`src/rtl/tdm_ingress_mux_pkg.sv`:
```
// tdm_ingress_mux_pkg: shared widths and the per-byte FIFO entry for the TDM ingress stage
package tdm_ingress_mux_pkg;
    localparam int TDM_DATA_W     = 8;
    localparam int TDM_SLOT_W     = 8;
    localparam int TDM_NUM_PORTS  = 14;
    localparam int TDM_FIFO_DEPTH = 16;
    typedef struct packed {
        logic                  sop;
        logic [TDM_DATA_W-1:0] data;
    } tdm_entry_t;
endpackage

```
`src/rtl/tdm_ingress_mux_if.sv`:
```
// tdm_ingress_mux_if: per-port ingress handshake plus the interleaved TDM byte bus
interface tdm_ingress_mux_if
    import tdm_ingress_mux_pkg::*;
#(
    parameter int DATA_WIDTH = TDM_DATA_W,
    parameter int NUM_PORTS  = TDM_NUM_PORTS,
    parameter int SLOT_W     = TDM_SLOT_W
);
    logic [NUM_PORTS-1:0]            in_valid;
    logic [NUM_PORTS-1:0]            in_sop;
    logic [NUM_PORTS*DATA_WIDTH-1:0] in_data;
    logic [NUM_PORTS-1:0]            in_ready;
    logic                            tdm_valid;
    logic                            tdm_new_pkt;
    logic [DATA_WIDTH-1:0]           tdm_data;
    logic [SLOT_W-1:0]               tdm_slot;
    modport master (
        output in_valid, in_sop, in_data,
        input  in_ready, tdm_valid, tdm_new_pkt, tdm_data, tdm_slot
    );
    modport slave (
        input  in_valid, in_sop, in_data,
        output in_ready, tdm_valid, tdm_new_pkt, tdm_data, tdm_slot
    );
endinterface

```
`src/rtl/tdm_byte_fifo.sv`:
```
// tdm_byte_fifo: single-clock FIFO of tdm_entry_t; flop storage, head entry always visible on rd_entry
module tdm_byte_fifo
    import tdm_ingress_mux_pkg::*;
#(
    parameter int DEPTH = TDM_FIFO_DEPTH
) (
    input  logic       clk,
    input  logic       rst,
    input  logic       push,
    input  logic       pop,
    input  tdm_entry_t wr_entry,
    output tdm_entry_t rd_entry,
    output logic       full,
    output logic       empty
);
    localparam int AW = $clog2(DEPTH);
    logic [AW:0] wr_ptr, rd_ptr;
    tdm_entry_t  mem [DEPTH];
    // extra pointer bit separates full from empty when the indices coincide
    assign full     = (wr_ptr - rd_ptr) == (AW+1)'(DEPTH);
    assign empty    = wr_ptr == rd_ptr;
    assign rd_entry = mem[rd_ptr[AW-1:0]];
    always_ff @(posedge clk or negedge rst) begin
        if (!rst) begin
            wr_ptr <= '0;
            rd_ptr <= '0;
        end else begin
            if (push && !full) wr_ptr <= wr_ptr + (AW+1)'(1);
            if (pop && !empty) rd_ptr <= rd_ptr + (AW+1)'(1);
        end
    end
    always_ff @(posedge clk) begin
        if (push && !full) mem[wr_ptr[AW-1:0]] <= wr_entry;
    end
endmodule

```
`src/rtl/tdm_ingress_mux.sv`:
```
// tdm_ingress_mux: buffers per-port byte streams and interleaves them onto the core's TDM slots.
// TDM_INGRESS_STATS_EN adds per-port saturating counts of bytes sent to the bus (stat_bytes).
module tdm_ingress_mux
    import tdm_ingress_mux_pkg::*;
#(
    parameter int DATA_WIDTH = TDM_DATA_W,
    parameter int NUM_PORTS  = TDM_NUM_PORTS,
    parameter int SLOT_W     = TDM_SLOT_W,
    parameter int FIFO_DEPTH = TDM_FIFO_DEPTH
) (
    input  logic                   clk,
    input  logic                   rst,
`ifdef TDM_INGRESS_STATS_EN
    output logic [NUM_PORTS*32-1:0] stat_bytes,
`endif
    tdm_ingress_mux_if.slave        bus
);
    logic [SLOT_W-1:0]    slot_q, n;
    logic [NUM_PORTS-1:0] full, empty, pop;
    tdm_entry_t           rd [NUM_PORTS];
    tdm_entry_t           sel;
    // pop one slot ahead so the registered output lines up with tdm_slot
    assign n            = slot_q + SLOT_W'(1);
    assign bus.in_ready = ~full;
    assign bus.tdm_slot = slot_q;
    for (genvar p = 0; p < NUM_PORTS; p++) begin : g_port
        tdm_entry_t wr;
        assign wr     = {bus.in_sop[p], bus.in_data[p*DATA_WIDTH +: DATA_WIDTH]};
        assign pop[p] = (n == SLOT_W'(p)) && !empty[p];
        tdm_byte_fifo #(.DEPTH(FIFO_DEPTH)) u_fifo (
            .clk      (clk),
            .rst      (rst),
            .push     (bus.in_valid[p]),
            .pop      (pop[p]),
            .wr_entry (wr),
            .rd_entry (rd[p]),
            .full     (full[p]),
            .empty    (empty[p])
        );
`ifdef TDM_INGRESS_STATS_EN
        logic [31:0] cnt;
        always_ff @(posedge clk or negedge rst) begin
            if (!rst) cnt <= '0;
            else if (pop[p] && cnt != '1) cnt <= cnt + 32'd1;
        end
        assign stat_bytes[p*32 +: 32] = cnt;
`endif
    end
    always_comb begin
        sel = '0;
        for (int i = 0; i < NUM_PORTS; i++) sel = pop[i] ? rd[i] : sel;
    end
    always_ff @(posedge clk or negedge rst) begin
        if (!rst) begin
            slot_q          <= '0;
            bus.tdm_valid   <= 1'b0;
            bus.tdm_new_pkt <= 1'b0;
            bus.tdm_data    <= '0;
        end else begin
            slot_q          <= n;
            bus.tdm_valid   <= |pop;
            bus.tdm_new_pkt <= sel.sop;
            bus.tdm_data    <= sel.data;
        end
    end
endmodule
```
`src/flat_wrapper.sv`:
```
// flat-port wrapper written by rule: the top's interface ports become plain ports
module tdm_ingress_mux_flat import tdm_ingress_mux_pkg::*;
#(
    parameter int DATA_WIDTH = TDM_DATA_W,
    parameter int NUM_PORTS  = TDM_NUM_PORTS,
    parameter int SLOT_W     = TDM_SLOT_W,
    parameter int FIFO_DEPTH = TDM_FIFO_DEPTH
)
  (clk, rst, bus_in_valid, bus_in_sop, bus_in_data, bus_in_ready, bus_tdm_valid, bus_tdm_new_pkt, bus_tdm_data, bus_tdm_slot);
  tdm_ingress_mux_if #(.DATA_WIDTH(DATA_WIDTH), .NUM_PORTS(NUM_PORTS), .SLOT_W(SLOT_W)) bus_i ();
  input  logic clk;
  input  logic rst;
  input wire logic [$bits(bus_i.in_valid)-1:0] bus_in_valid;
  input wire logic [$bits(bus_i.in_sop)-1:0] bus_in_sop;
  input wire logic [$bits(bus_i.in_data)-1:0] bus_in_data;
  output wire logic [$bits(bus_i.in_ready)-1:0] bus_in_ready;
  output wire logic [$bits(bus_i.tdm_valid)-1:0] bus_tdm_valid;
  output wire logic [$bits(bus_i.tdm_new_pkt)-1:0] bus_tdm_new_pkt;
  output wire logic [$bits(bus_i.tdm_data)-1:0] bus_tdm_data;
  output wire logic [$bits(bus_i.tdm_slot)-1:0] bus_tdm_slot;
  assign bus_i.in_valid = bus_in_valid;
  assign bus_i.in_sop = bus_in_sop;
  assign bus_i.in_data = bus_in_data;
  assign bus_in_ready = bus_i.in_ready;
  assign bus_tdm_valid = bus_i.tdm_valid;
  assign bus_tdm_new_pkt = bus_i.tdm_new_pkt;
  assign bus_tdm_data = bus_i.tdm_data;
  assign bus_tdm_slot = bus_i.tdm_slot;
  tdm_ingress_mux #(.DATA_WIDTH(DATA_WIDTH), .NUM_PORTS(NUM_PORTS), .SLOT_W(SLOT_W), .FIFO_DEPTH(FIFO_DEPTH)) u_core (.clk(clk), .rst(rst), .bus(bus_i));
endmodule
```
`config.mk`:
```
export PLATFORM = sky130hd
export DESIGN_NAME = tdm_ingress_mux_flat
export DESIGN_NICKNAME = d
export VERILOG_FILES = /design/src/rtl/tdm_ingress_mux_pkg.sv /design/src/rtl/tdm_ingress_mux_if.sv /design/src/rtl/tdm_byte_fifo.sv /design/src/rtl/tdm_ingress_mux.sv /design/src/flat_wrapper.sv
export SDC_FILE = /design/constraint.sdc
export NUM_CORES = 2
export LEC_CHECK = 0
export CORE_ASPECT_RATIO = 1.4
export CORE_MARGIN = 1
export CORE_UTILIZATION = 29
export CTS_CLUSTER_SIZE = 30
export DETAILED_ROUTE_END_ITERATION = 6
export GPL_ROUTABILITY_DRIVEN = 0
export PLACE_DENSITY = 0.44
export SLEW_MARGIN = 20
export SYNTH_ARGS = -nofsm -noshare
export SYNTH_HDL_FRONTEND = slang
export SYNTH_SLANG_ARGS = --single-unit
```
`constraint.sdc`:
```
create_clock -name clk -period 5.4 [get_ports clk]
set_input_delay 1.08 -clock clk [delete_from_list [all_inputs] [get_ports clk]]
set_output_delay 1.08 -clock clk [all_outputs]
set_load 0.03 [all_outputs]
```
==> impl_metrics.toml <==
[clock_tree]
clk_latency_ps = 890
clockRootBuffer = "clkbuf_16"
cts_buffers = 225
clockBufferDepth = 4
cts_resized = 0
cts_tree = "done"
cts_num_sinks = 2174
cts_setup_buffers = 0
ctsHoldBuffers = 0
clk_pin_slew_ps = 60
htree_num_levels = 4

[place]
dp_hpwl_um = 156600
port_buffers = 173

[power]
power_density_mw_per_mm2 = 429.5
ir_drop_v = 0.0003122
power.leakage_nw = 32.81

[setup_path]
critPathLaunchType = "flip-flop"
crit_cells = 6
cp_max_fo = 12
cp-end-kind = "primary output"
crit_chain = "inv_1, ha_1, or4b_1, a21boi_0, o2111ai_1, clkdlybuf4s50_1"
arrival_ps = 4050
cp.required_ps = 4320
r2r_start = "u_core.bus.tdm_slot[0]"
crit_family = "buffers and inverters"
cp-startpoint = "u_core.g_port[13].u_fifo.rd_ptr[3]"
slowest_stage = "clkdlybuf4s50_1"
path_class = "flip-flop to primary output"
critical_path.max_stage_delay_ps = 740
rr_worst_depth = 9
worst-path-buf-inv = 2

[sta]
fmax_mhz = 194.9
tns_ps = 0
clock_skew_ps = 68.18
setup_viol = 0
slew_headroom_pct = 28.45
fin_crit_sh_pct = 95.02
finalCriticalPeriod_ps = 5131
hold_viol = 0
rsz0062_at_grt = "no"
worst_pin_slew_ps = 1062
finalMaxSlewViolations = 0

[route]
wl_um = 234900
drc = 0
vias_per_cell = 4.794
vias = 42362
ant_nets = 0
dr.pass1.iters = 7
post_drt_wl_per_cell_um = 26.58
drtIter0Drc = 3197

[grt]
grt_use_total_pct = 15.25
grt_start_max_net_pins = 97
grt_pass1_vias = 44815
grt_pass1_wl_um = 334100
antenna_found_initial = 48
overflow = 0

[yosys]
synth_area_leader_cell = "edfxtp_1"
ys.flop_type = "edfxtp_1"
synth-warning-count = 0
synth_area_leaders = "edfxtp_1 69%, mux4_2 15%, dfrtp_1 4.5%, ha_1 1.9%, xnor2_1 1.2%"
avgSynthCellArea_sq_um = 20.34
syn_area_sq_mm = 0.08777
netlist_instances = 4316
synthArstFlopShare_pct = 7.268
synth.distinct_cells = 82
seq_area_frac_synth_pct = 73.48
ys_ff_latch = 2174
syn-num-nets = 4589
synth_edf_count = 2016
synthTopCellsByCount = "2016 x edfxtp_1, 592 x mux4_2, 163 x nand2_1"
synth.most_common_cell = "edfxtp_1"
synth_top_area_share_pct = 68.97

[floorplan]
die_w_um = 467.0
die_y_um = 652.9
ioPinCount = 174
die_area_sq_mm = 0.3049
initial_core_util_pct = 29.21
rows = 238
core_sq_mm = 0.3005

[final_layout]
nets = 4953
drive_gt1_share_pct = 23.79
final.fill_count = 28057
final_core_util_pct = 34.08
area_growth_pct = 16.67

[flow_run]
max_cap_viol_count = 0

[hold_path]
hold_path_class = "primary input to asynchronous set/reset pin"

[run_status]
status = "complete, no violations"
## kinds of logic (layout without fill, tap and decap cells)
logic type / after synthesis / count (layout) / share of synthesized area, %
AO/OA/AOI/OAI: 226 / 226 / 1.796
other: 0 / 12 / 0
adder cells (fa/ha/maj): 131 / 131 / 1.867
multiplexers: 638 / 638 / 15.73
XOR/XNOR: 151 / 151 / 1.507
flip-flops: 2174 / 2174 / 73.48
AND/OR/NAND/NOR: 690 / 690 / 4.101
buffers and inverters: 306 / 854 / 1.522
## routing by layer
metal | part of all wire [%] | vias to the layer above | global-route usage, %
met2 | 53 | 839 | 27.34
met5 | 0.090 | - | 0
li1 | - | 18401 | -
met1 | 40 | 22768 | 18.77
met4 | 2.3 | 34 | 3.698
met3 | 4.9 | 320 | 2.827
## cell type report
| class | count | area (sq um) | share of cell area [%] |
|---|---|---|---|
| Clock inverter | 125 | 1373 | 1.340 |
| Antenna cell | 12 | 30.03 | 0.02932 |
| Timing Repair Buffer | 338 | 3020 | 2.950 |
| Tap cell | 3960 | 4955 | 4.838 |
| Clock buffer | 286 | 5982 | 5.842 |
| Sequential cell | 2174 | 64520 | 63.00 |
| Inverter | 105 | 394.1 | 0.3849 |
| Multi-Input combinational cell | 1836 | 22130 | 21.61 |
## registers in the layout (all words and copies together) (netlist names)
register and count:
u_core.bus.tdm_slot 8, u_core.g_port.u_fifo.wr_ptr 70, u_core.g_port.u_fifo.mem 2016, u_core.bus.tdm_valid 1, u_core.bus.tdm_new_pkt 1, u_core.g_port.u_fifo.rd_ptr 70
u_core.bus.tdm_data 8
## worst reg2reg max path, stage by stage (launching register included)
cell      delay (ps)
dfrtp_1          510
ha_1             430
and3_1           300
nor4_4           310
o211ai_4         300
buf_16           260
or4_4            640
o22a_1           290
o21ai_0          820
a31oi_1          100
## through the flow
step	power [mW]	hold WS (ps)	std cells	instance area, sq um	setup slack [ps]
2_1_floorplan	25.84	460.7	4316	87770	1165
3_3_place_gp	28.70	479.1	8412	94950	1219
3_5_place_dp	28.82	482.0	8412	94980	1174
4_1_cts	44.70	109.7	8823	102300	187.7
5_1_grt	45.78	118.8	8827	102400	110.5
6_report	43.99	130.6	8836	102400	269.2
## report_power, final
part           switching [mW]  total [mW]  internal, mW
Clock                    6.60        15.7          9.14
Sequential              0.868        21.2          20.3
Combinational            4.12        7.09          2.97
## worst paths after layout
kind                                                      endpoint  slack (ps)
worst min-delay path             u_core.g_port[5].u_fifo.wr_ptr[2]         130
max in group asynchronous       u_core.g_port[12].u_fifo.rd_ptr[0]        4090
min in group clk                u_core.g_port[13].u_fifo.rd_ptr[4]         490
worst min register to register  u_core.g_port[13].u_fifo.rd_ptr[4]         490
worst max register to register              u_core.bus.tdm_data[0]        1280
worst max-delay path                              bus_in_ready[13]         270
## cell usage in the layout, fill, tap and decap left out, types with 32 or more instances in the layout
| cell | n |
|---|---|
| edfxtp_1 | 2016 |
| mux4_2 | 592 |
| clkbuf_16 | 227 |
| clkdlybuf4s50_1 | 172 |
| nand2_1 | 163 |
| buf_4 | 162 |
| dfrtp_1 | 139 |
| nor2_1 | 137 |
| ha_1 | 131 |
| xnor2_1 | 121 |
| inv_1 | 95 |
| and2_1 | 73 |
| nand4_1 | 71 |
| o21ai_0 | 61 |
| clkinv_1 | 51 |
| clkbuf_1 | 51 |
| nor3_1 | 48 |
| mux2i_1 | 37 |
| clkinv_2 | 34 |
| nand3_1 | 32 |
(Power assumes the default switching activity.)
